<file path="src/rtl/sha256_msg_ctrl_pkg.sv">
// Shared types and constants for the SHA-256 message controller.
package sha256_msg_ctrl_pkg;

    typedef enum logic [2:0] {
        IDLE     = 3'd0,
        ABSORB   = 3'd1,
        PAD      = 3'd2,
        LEN_HI   = 3'd3,
        LEN_LO   = 3'd4,
        WAIT_DIG = 3'd5,
        OUT      = 3'd6
    } state_e;

    localparam int         BLOCK_WORDS  = 16;
    localparam int         DIGEST_BYTES = 32;
    localparam logic [7:0] PAD_BYTE     = 8'h80;
    localparam int         LEN_WORD_IDX = 14;

    // Big-endian byte lane insert: position 0 is bits [31:24].
    function automatic logic [31:0] put_byte(input logic [31:0] w, input logic [7:0] b,
                                             input logic [1:0] pos);
        logic [31:0] r;
        r = w;
        case (pos)
            2'd0:    r[31:24] = b;
            2'd1:    r[23:16] = b;
            2'd2:    r[15:8]  = b;
            2'd3:    r[7:0]   = b;
            default: r        = w;
        endcase
        return r;
    endfunction

endpackage

</file>
<file path="src/rtl/sha256_digest_ser.sv">
// Captures the 256-bit digest and streams it out MSB byte first, one byte per cycle.
module sha256_digest_ser (
    input  logic         i_clk,
    input  logic         i_rst_n,
    input  logic         i_load,
    input  logic [255:0] i_digest,
    output logic [7:0]   o_dout,
    output logic         o_dvalid,
    output logic         o_last
);
    import sha256_msg_ctrl_pkg::*;

    logic [255:0] r_dig;
    logic [4:0]   r_cnt;
    logic         r_active;

    // Capture on load, then shift one byte per cycle until all bytes are out.
    always_ff @(posedge i_clk or negedge i_rst_n) begin
        if (!i_rst_n) begin
            r_dig    <= 256'h0;
            r_cnt    <= 5'd0;
            r_active <= 1'b0;
        end else if (i_load) begin
            r_dig    <= i_digest;
            r_cnt    <= 5'd0;
            r_active <= 1'b1;
        end else if (r_active) begin
            r_dig    <= {r_dig[247:0], 8'h00};
            r_cnt    <= r_cnt + 5'd1;
            r_active <= (r_cnt != 5'(DIGEST_BYTES - 1));
        end else begin
            r_active <= 1'b0;
        end
    end

    assign o_dout   = r_active ? r_dig[255:248] : 8'h00;
    assign o_dvalid = r_active;
    assign o_last   = r_active && (r_cnt == 5'(DIGEST_BYTES - 1));

endmodule

</file>
<file path="src/rtl/sha256_msg_ctrl.sv">
// SHA-256 message front end: byte packing, padding, length words and digest serialisation.
// Define SHA256_MSG_CTRL_ERR_EN to add the sticky err output.
module sha256_msg_ctrl
    import sha256_msg_ctrl_pkg::*;
#(
    parameter int LEN_W = 32
) (
    input  logic         clk,
    input  logic         rst_n,
    input  logic [7:0]   din,
    input  logic         valid,
    input  logic         last,
    output logic         busy,
    output logic [31:0]  blk_word,
    output logic         blk_valid,
    input  logic         blk_ready,
    output logic         blk_first,
    output logic         blk_last,
    input  logic         core_done,
    input  logic [255:0] core_digest,
    output logic [7:0]   dout,
    output logic         dvalid
`ifdef SHA256_MSG_CTRL_ERR_EN
    ,
    output logic         err
`endif
);

    state_e           r_state, w_state_nxt;
    logic [1:0]       r_rst_sync;
    logic [31:0]      r_word, w_packed, w_blk_word;
    logic [1:0]       r_bpos;
    logic             r_pend, r_pad80, r_first;
    logic [3:0]       r_widx;
    logic [LEN_W-1:0] r_len, w_len_base, w_len_nxt;
    logic [63:0]      w_len64;
    logic             w_run, w_in_absorb, w_accept, w_empty, w_bv, w_xfer;
    logic             w_pad80_nxt, w_load, w_ser_last;

    // Reset release is re-timed to clk; assertion still acts immediately.
    always_ff @(posedge clk or negedge rst_n) begin
        if (!rst_n) begin
            r_rst_sync <= 2'b00;
        end else begin
            r_rst_sync <= {r_rst_sync[0], 1'b1};
        end
    end

    assign w_run       = r_rst_sync[1];
    assign w_in_absorb = (r_state == IDLE) || (r_state == ABSORB);
    assign w_accept    = w_run && w_in_absorb && !r_pend && valid;
    assign w_empty     = w_run && (r_state == IDLE) && !valid && last;
    assign w_bv        = r_pend || (r_state == PAD) || (r_state == LEN_HI) || (r_state == LEN_LO);
    assign w_xfer      = w_bv && blk_ready;
    // A PAD transfer without a pending data word always carries (or follows) the 0x80.
    assign w_pad80_nxt = r_pad80 || !r_pend;
    assign w_load      = w_run && (r_state == WAIT_DIG) && core_done;
    assign w_packed    = put_byte((r_bpos == 2'd0) ? 32'h0 : r_word, din, r_bpos);
    assign w_len_base  = (r_state == IDLE) ? {LEN_W{1'b0}} : r_len;
    assign w_len64     = 64'(r_len);

`ifdef SHA256_MSG_CTRL_ERR_EN
    logic w_len_ovf;
    logic r_err;
    assign {w_len_ovf, w_len_nxt} = {1'b0, w_len_base} + {{(LEN_W - 3){1'b0}}, 4'd8};
`else
    assign w_len_nxt = w_len_base + {{(LEN_W - 4){1'b0}}, 4'd8};
`endif

    assign busy      = w_run ? (r_pend || !w_in_absorb) : r_rst_sync[0];
    assign blk_valid = w_bv;
    assign blk_word  = w_blk_word;
    assign blk_first = w_bv && r_first;
    assign blk_last  = w_bv && (r_state == LEN_LO);

    // Word presented to the core in each state.
    always_comb begin
        w_blk_word = 32'h0;
        case (r_state)
            ABSORB: begin
                if (r_pend) w_blk_word = r_word;
                else        w_blk_word = 32'h0;
            end
            PAD: begin
                if (r_pend)       w_blk_word = r_word;
                else if (r_pad80) w_blk_word = 32'h0;
                else              w_blk_word = {PAD_BYTE, 24'h0};
            end
            LEN_HI:  w_blk_word = w_len64[63:32];
            LEN_LO:  w_blk_word = w_len64[31:0];
            default: w_blk_word = 32'h0;
        endcase
    end

    // Next-state logic.
    always_comb begin
        w_state_nxt = r_state;
        case (r_state)
            IDLE: begin
                if (w_accept)     w_state_nxt = last ? PAD : ABSORB;
                else if (w_empty) w_state_nxt = PAD;
                else              w_state_nxt = IDLE;
            end
            ABSORB: begin
                if (w_accept && last) w_state_nxt = PAD;
                else                  w_state_nxt = ABSORB;
            end
            PAD: begin
                if (w_xfer && (r_widx == 4'(LEN_WORD_IDX - 1)) && w_pad80_nxt) w_state_nxt = LEN_HI;
                else                                                          w_state_nxt = PAD;
            end
            LEN_HI: begin
                if (w_xfer) w_state_nxt = LEN_LO;
                else        w_state_nxt = LEN_HI;
            end
            LEN_LO: begin
                if (w_xfer) w_state_nxt = WAIT_DIG;
                else        w_state_nxt = LEN_LO;
            end
            WAIT_DIG: begin
                if (w_load) w_state_nxt = OUT;
                else        w_state_nxt = WAIT_DIG;
            end
            OUT: begin
                if (w_ser_last) w_state_nxt = IDLE;
                else            w_state_nxt = OUT;
            end
            default: w_state_nxt = IDLE;
        endcase
    end

    // State register.
    always_ff @(posedge clk or negedge rst_n) begin
        if (!rst_n) r_state <= IDLE;
        else        r_state <= w_state_nxt;
    end

    // Packing register, word index, first-block flag and bit-length counter.
    always_ff @(posedge clk or negedge rst_n) begin
        if (!rst_n) begin
            r_word  <= 32'h0;
            r_bpos  <= 2'd0;
            r_pend  <= 1'b0;
            r_pad80 <= 1'b0;
            r_first <= 1'b0;
            r_widx  <= 4'd0;
            r_len   <= {LEN_W{1'b0}};
        end else if (w_accept) begin
            r_len   <= w_len_nxt;
            r_first <= r_first || (r_state == IDLE);
            if (last) begin
                r_pend <= 1'b1;
                r_bpos <= 2'd0;
                if (r_bpos == 2'd3) begin
                    r_word  <= w_packed;
                    r_pad80 <= 1'b0;
                end else begin
                    r_word  <= put_byte(w_packed, PAD_BYTE, r_bpos + 2'd1);
                    r_pad80 <= 1'b1;
                end
            end else if (r_bpos == 2'd3) begin
                r_word <= w_packed;
                r_pend <= 1'b1;
                r_bpos <= 2'd0;
            end else begin
                r_word <= w_packed;
                r_bpos <= r_bpos + 2'd1;
            end
        end else if (w_empty) begin
            r_word  <= {PAD_BYTE, 24'h0};
            r_pend  <= 1'b1;
            r_pad80 <= 1'b1;
            r_bpos  <= 2'd0;
            r_first <= 1'b1;
            r_len   <= {LEN_W{1'b0}};
        end else if (w_xfer) begin
            r_pend <= 1'b0;
            r_widx <= r_widx + 4'd1;
            if (r_widx == 4'(BLOCK_WORDS - 1)) r_first <= 1'b0;
            if (r_state == PAD) r_pad80 <= w_pad80_nxt;
        end else begin
            r_pend <= r_pend;
        end
    end

`ifdef SHA256_MSG_CTRL_ERR_EN
    // Sticky error: bytes pushed during digest phases, or length overflow.
    always_ff @(posedge clk or negedge rst_n) begin
        if (!rst_n) begin
            r_err <= 1'b0;
        end else if (w_accept && (r_state == IDLE)) begin
            r_err <= 1'b0;
        end else if ((valid && busy && ((r_state == WAIT_DIG) || (r_state == OUT))) ||
                     (w_accept && w_len_ovf)) begin
            r_err <= 1'b1;
        end else begin
            r_err <= r_err;
        end
    end
    assign err = r_err;
`endif

    sha256_digest_ser u_ser (
        .i_clk    (clk),
        .i_rst_n  (rst_n),
        .i_load   (w_load),
        .i_digest (core_digest),
        .o_dout   (dout),
        .o_dvalid (dvalid),
        .o_last   (w_ser_last)
    );

endmodule

</file>
<file path="config.mk">
export PLATFORM = sky130hd
export DESIGN_NAME = sha256_msg_ctrl
export DESIGN_NICKNAME = d
export VERILOG_FILES = /design/src/rtl/sha256_msg_ctrl_pkg.sv /design/src/rtl/sha256_digest_ser.sv /design/src/rtl/sha256_msg_ctrl.sv
export SDC_FILE = /design/constraint.sdc
export NUM_CORES = 1
export LEC_CHECK = 0
export ABC_AREA = 1
export CAP_MARGIN = 10
export CORE_MARGIN = 2
export CORE_UTILIZATION = 57
export DETAILED_ROUTE_END_ITERATION = 10
export PLACE_DENSITY = 0.88
export RECOVER_POWER = 100
export SYNTH_ARGS = -nofsm -noshare
export SYNTH_HDL_FRONTEND = slang
export SYNTH_SLANG_ARGS = --single-unit
</file>
<file path="constraint.sdc">
create_clock -name clk -period 3.05 [get_ports clk]
set_input_delay 0.61 -clock clk [delete_from_list [all_inputs] [get_ports clk]]
set_output_delay 0.61 -clock clk [all_outputs]
set_load 0.02 [all_outputs]
</file>
Word-level counts from Yosys, hierarchy flattened
Cells that the tools add are included.
{ "totals": {"ff_bits": 340, "elab_cells": 130, "in_bits": 270, "out_inout_bits": 45} }
{ "classes": {"n_bitwise": 2, "muxes": 57, "addsub": 4, "n_reduce_logical": 37, "eq_ne": 18} }
{ "ops": {"columns": ["operator", "count"], "rows": [
  ["256-bit two-way mux", 2],
  ["32-bit two-way mux", 11],
  ["32-bit one-hot mux with 3 select lines", 1],
  ["8-bit two-way mux", 9],
  ["32-bit by 4-bit adder with 32-bit output (second input constant)", 1],
  ["3-bit one-hot mux with 7 select lines", 1],
  ["1-bit two-way mux", 20],
  ["2-bit two-way mux", 9],
  ["1-bit logical AND", 15],
  ["5-bit two-way mux", 2],
  ["3-bit == test (second input constant)", 3],
  ["3-bit nonzero test", 3],
  ["2-bit == test (second input constant)", 4],
  ["4-bit == test (second input constant)", 2],
  ["1-bit logical OR", 7],
  ["3-bit by 2-bit == test with 1-bit output (second input constant)", 2],
  ["3-bit two-way mux", 2],
  ["3-bit AND reduction", 2],
  ["5-bit by 1-bit adder with 5-bit output (second input constant)", 1],
  ["5-bit == test (second input constant)", 1],
  ["5-bit inequality test (second input constant)", 1],
  ["4-bit by 1-bit adder with 4-bit output (second input constant)", 1],
  ["2-bit by 1-bit == test with 1-bit output (second input constant)", 2],
  ["2-bit logical NOT", 2],
  ["other kinds (9)", 14]
]} }

Logic depth before layout (Yosys ltp)
{ "depth": {"ltp_word": 9, "ltp_mapped": 14} }

By module
A second synthesis with hierarchy kept.
{ "unflattened": {"cells_unflattened": 2046, "hier_area_um2": 16100.4} }
{ "by_module_without_submodules": {"columns": ["mod", "area_each_um2", "n_inst", "cells_each", "seq_area_each_um2"], "rows": [
  ["sha256_digest_ser", 11378.4, 1, 1402, 6556.3],
  ["sha256_msg_ctrl", 4722.0, 1, 644, 1876.8]
]} }

Worst setup path after synthesis
Ideal clock, no wire load.
{ "synth_path": {"path_type": "register to output", "from": "register r_state[2]", "to": "output port blk_word[17]", "arrival_ns": 1.610, "stages_incl_launch_ff": 7, "setup_slack_ns": 0.830, "path_cell_list": "dfrtp_1 > inv_1 > nand2_1 > nor2_1 > o21ai_0 > buf_2 > o21ai_0"} }
{ "synth_via": {"elab_chain_len": 2, "word_cells_on_any_way": 4, "classes_between": "eq/ne: 3; mux: 1"} }
{ "synth_lines": {"columns": ["item", "line_no", "rtl"], "rows": [
  ["from (decl)", "sha256_msg_ctrl.sv:29", "state_e r_state, w_state_nxt;"],
  ["from (signal assigned)", "sha256_msg_ctrl.sv:135", "else r_state <= w_state_nxt;"],
  ["3-bit == test (tied with other cells)", "sha256_msg_ctrl.sv:79", "case (r_state)"],
  ["32-bit one-hot mux with 3 select lines *", "sha256_msg_ctrl.sv:79", null],
  ["to (decl)", "sha256_msg_ctrl.sv:14", "output logic [31:0] blk_word,"]
]} }
Every way passes the cells marked *; elsewhere a longest branch is shown, timed or not.

Worst setup path after layout
{ "layout_path": {"from": "register r_state[2]", "to": "output port blk_word[22]"} }
Same word-level chain as after synthesis.

==> results_dict.tcl <==
set metrics [dict create \
    row_count 62 \
    io_pins 315 \
    die-area_um2 30700 \
    chipWidth_um 175 \
    pwr-share-clk_pct 25.9 \
    place_area_um2 20100 \
    syn-cell-area_um2 16700 \
    slew_headroom_pct -28.5 \
    routed_wl_um 50100 \
    drive_above_1_share_pct 5.20 \
    initial_utilization_pct 58.1 \
    synth_fp_nets 2252 \
    grt_pass1_vias 15335 \
    synthMuxAreaShare_pct 0 \
    synth_warnings 0 \
    r2r_end "r_word[17]" \
    leakagePower_uw 0.00892 \
    grt_start_max_net_pins 142 \
    cts_max_path_buffers 3 \
    critical_path_arrival_ns 2.35 \
    synth_fa_ha_area_share_pct 0.674 \
    route.detailed.drc 0 \
    skew_ns 0.0201 \
    ff2ff_path_depth 8 \
    rsz0062_at_grt "false" \
    netlist_instances 1973 \
    worst_skew_pair.late_latency_ns 0.53 \
    cp.required_ns 2.44 \
    synth.distinct_cells 40 \
    antenna_found_initial 5 \
    grt_pass1_wl_um 80200 \
    design.core.area_um2 28800 \
    endpoint_kind "primary output" \
    num_vias 15878 \
    dp_hpwl_um 34000 \
    layout.cells.most_common_list "406 x nand2_1, 336 x dfrtp_1, 323 x nand3_1, 268 x clkdlybuf4s50_1, 244 x inv_1" \
    switching_share_pct 37.1 \
    p_comb_share_pct 33.8 \
    critPathKind "register to primary output" \
    ir_worst_vdd_mv 0.532 \
    startpoint "r_state[2]" \
    synth-compound-area-share_pct 16.9 \
    synthSimpleGateAreaFrac_pct 22.1 \
    maxCapViolations 1 \
    outcome "finished, violations left" \
    final.setup.tns_ns 0 \
    gp_congestion 0.952 \
    slew_violations 72 \
    cts_max_level 2 \
    r2r_start "r_state[2]" \
    drtIter0Drc 1768 \
    start_kind "register" \
    holdBufCountCts 0 \
    cts_tree "yes" \
    max_freq_mhz 338 \
    p_per_area_nw_per_um2 836 \
    finish.instance_area_um2 21100 \
    firstDrtPassIters 5 \
    setup_viol 0 \
    ant_nets 0 \
    overflow 0 \
    synth_seq_cells 337 \
    internal-power_uw 11100 \
    synth_top_family_by_area "simple AND/OR/NAND/NOR gates" \
    area.growth.synth_to_final_pct 26.4 \
    num-nets-final 2485 \
    grt_use_total_pct 32.3 \
    fin_crit_sh_pct 97.0 \
    final_hold_viol_count 0 \
    violations "max-capacitance violations, max-slew violations" \
    hold_path_class "register to register" \
    die_h_um 175 \
    syn_avg_cell_area_um2 8.47 \
    cp-endpoint "blk_word[22]" \
    p_sw_uw 6550 \
    clock_sink_count 337 \
    reg2reg_slack_ns 0.20 \
    min_period_ns 2.96 \
    clk_pin_slew_ns 0.06 \
    cts_made_buffers 37 \
    cts_root_buf "clkbuf_16" \
    crit_fanout 19 \
    io_buffer_count 314 \
    ys_seq_area_share_pct 50.5 \
    max_slew.worst_pin.slew_ns 1.93 \
    routedWlPerCell_um 19.1 \
    final_common_cell "nand2_1" \
    nFillCells 2071 \
    vias_per_cell 6.06 \
    synth-xor-area-share_pct 0.262 \
    pwr-share-seq_pct 40.3 \
]
worst max-delay path, stage by stage, from the launching register on:
cell           delay, ns
dfrtp_1             0.46
nor2_2              0.19
inv_1               0.10
nor2_1              0.21
o21ai_2             0.08
buf_2               0.23
o22ai_1             0.18
dlygate4sd2_1       0.38
cells by family (layout without fill, tap and decap cells):
kind of cell,after synthesis,in the layout
buffers and inverters,397,656
AND/OR/NAND/NOR,831,831
XOR/XNOR,5,5
AO/OA/AOI/OAI,393,393
flip-flops,337,337
adder cells (fa/ha/maj),9,9
other,1,4
through the flow:
stage / hold slack [ns] / util [%] / setup WS [ns] / total power [uW] / instances
CTS: 0.0757 / 73.8 / 0.0352 / 17700 / 2616
detailed placement: 0.373 / 69.7 / 0.385 / 13100 / 2551
global route: 0.401 / 73.4 / 0.0107 / 18700 / 2618
floorplan: 0.314 / - / 0.830 / 11000 / 1973
global placement: 0.363 / 69.7 / 0.493 / 12800 / 2551
finish: 0.381 / 73.4 / 0.0915 / 17700 / 2619
cells in the mapped netlist, drive strengths merged:
master | n | area (um^2)
a21oi | 14 | 70.1
a22oi | 1 | 7.51
a31oi | 3 | 18.8
and2 | 1 | 6.26
buf | 88 | 437
clkbuf | 61 | 229
clkinv | 1 | 3.75
conb | 1 | 3.75
dfrtp | 337 | 8430
ha | 9 | 113
inv | 247 | 927
nand2 | 410 | 1560
nand3 | 331 | 1710
nand3b | 1 | 7.51
nand4 | 5 | 37.5
nor2 | 81 | 342
nor3 | 2 | 26.3
o2111ai | 4 | 35.0
o211ai | 129 | 968
o21ai | 75 | 387
o21bai | 1 | 7.51
o22ai | 48 | 300
o311ai | 113 | 990
o32ai | 5 | 43.8
xnor2 | 3 | 26.3
xor2 | 2 | 17.5
routing by layer:
metal / part of all wire [%] / vias to the layer above / track usage [%]
li1: - / 7241 / -
met1: 40 / 7608 / 44.4
met2: 47 / 866 / 50.1
met3: 8.9 / 157 / 6.35
met4: 4.4 / 6 / 14.1
met5: 0.084 / - / 0
flip-flops by register name, indices dropped and copies added (netlist names):
| name | flops |
|---|---|
| u_ser.r_dig | 256 |
| r_word | 32 |
| r_len | 29 |
| u_ser.r_cnt | 5 |
| r_widx | 4 |
| r_state | 3 |
| r_bpos | 2 |
| r_rst_sync | 2 |
| r_first | 1 |
| r_pad80 | 1 |
| r_pend | 1 |
| u_ser.o_dvalid | 1 |
final cells by class:
class | instances | area (um^2) | area share (%)
Sequential cell | 337 | 8440 | 39.9
Clock inverter | 15 | 185 | 0.877
Timing Repair Buffer | 343 | 3350 | 15.9
Inverter | 248 | 940 | 4.45
Clock buffer | 50 | 1040 | 4.95
Multi-Input combinational cell | 1239 | 6670 | 31.6
Antenna cell | 3 | 7.51 | 0.0355
Tap cell | 384 | 480 | 2.27
repair_timing:
action	4_1_cts	5_1_grt
endpoints found under the setup margin	32	3
gates resized for setup	32	2
setup buffers	0	0
how the worst min path moves through the flow:
stage,start,slack (ns),cells after the start,to
2_1_floorplan,rst_n,0.31,0,r_bpos[0]
3_3_place_gp,r_rst_sync[0],0.36,0,r_rst_sync[1]
3_5_place_dp,r_rst_sync[0],0.37,0,r_rst_sync[1]
4_1_cts,rst_n,0.08,1,r_word[25]
5_1_grt,r_rst_sync[0],0.40,0,r_rst_sync[1]
6_report,r_rst_sync[0],0.38,0,r_rst_sync[1]
power by group through the flow:
stage	Clock (uW)	Combinational, uW	Sequential, uW
2_1_floorplan	0	4260	6770
3_3_place_gp	0	5760	7050
3_5_place_dp	0	6020	7120
4_1_cts	4640	6030	7080
5_1_grt	4790	6610	7260
6_report	4580	5970	7110
Power figures use the tool's default switching activity.
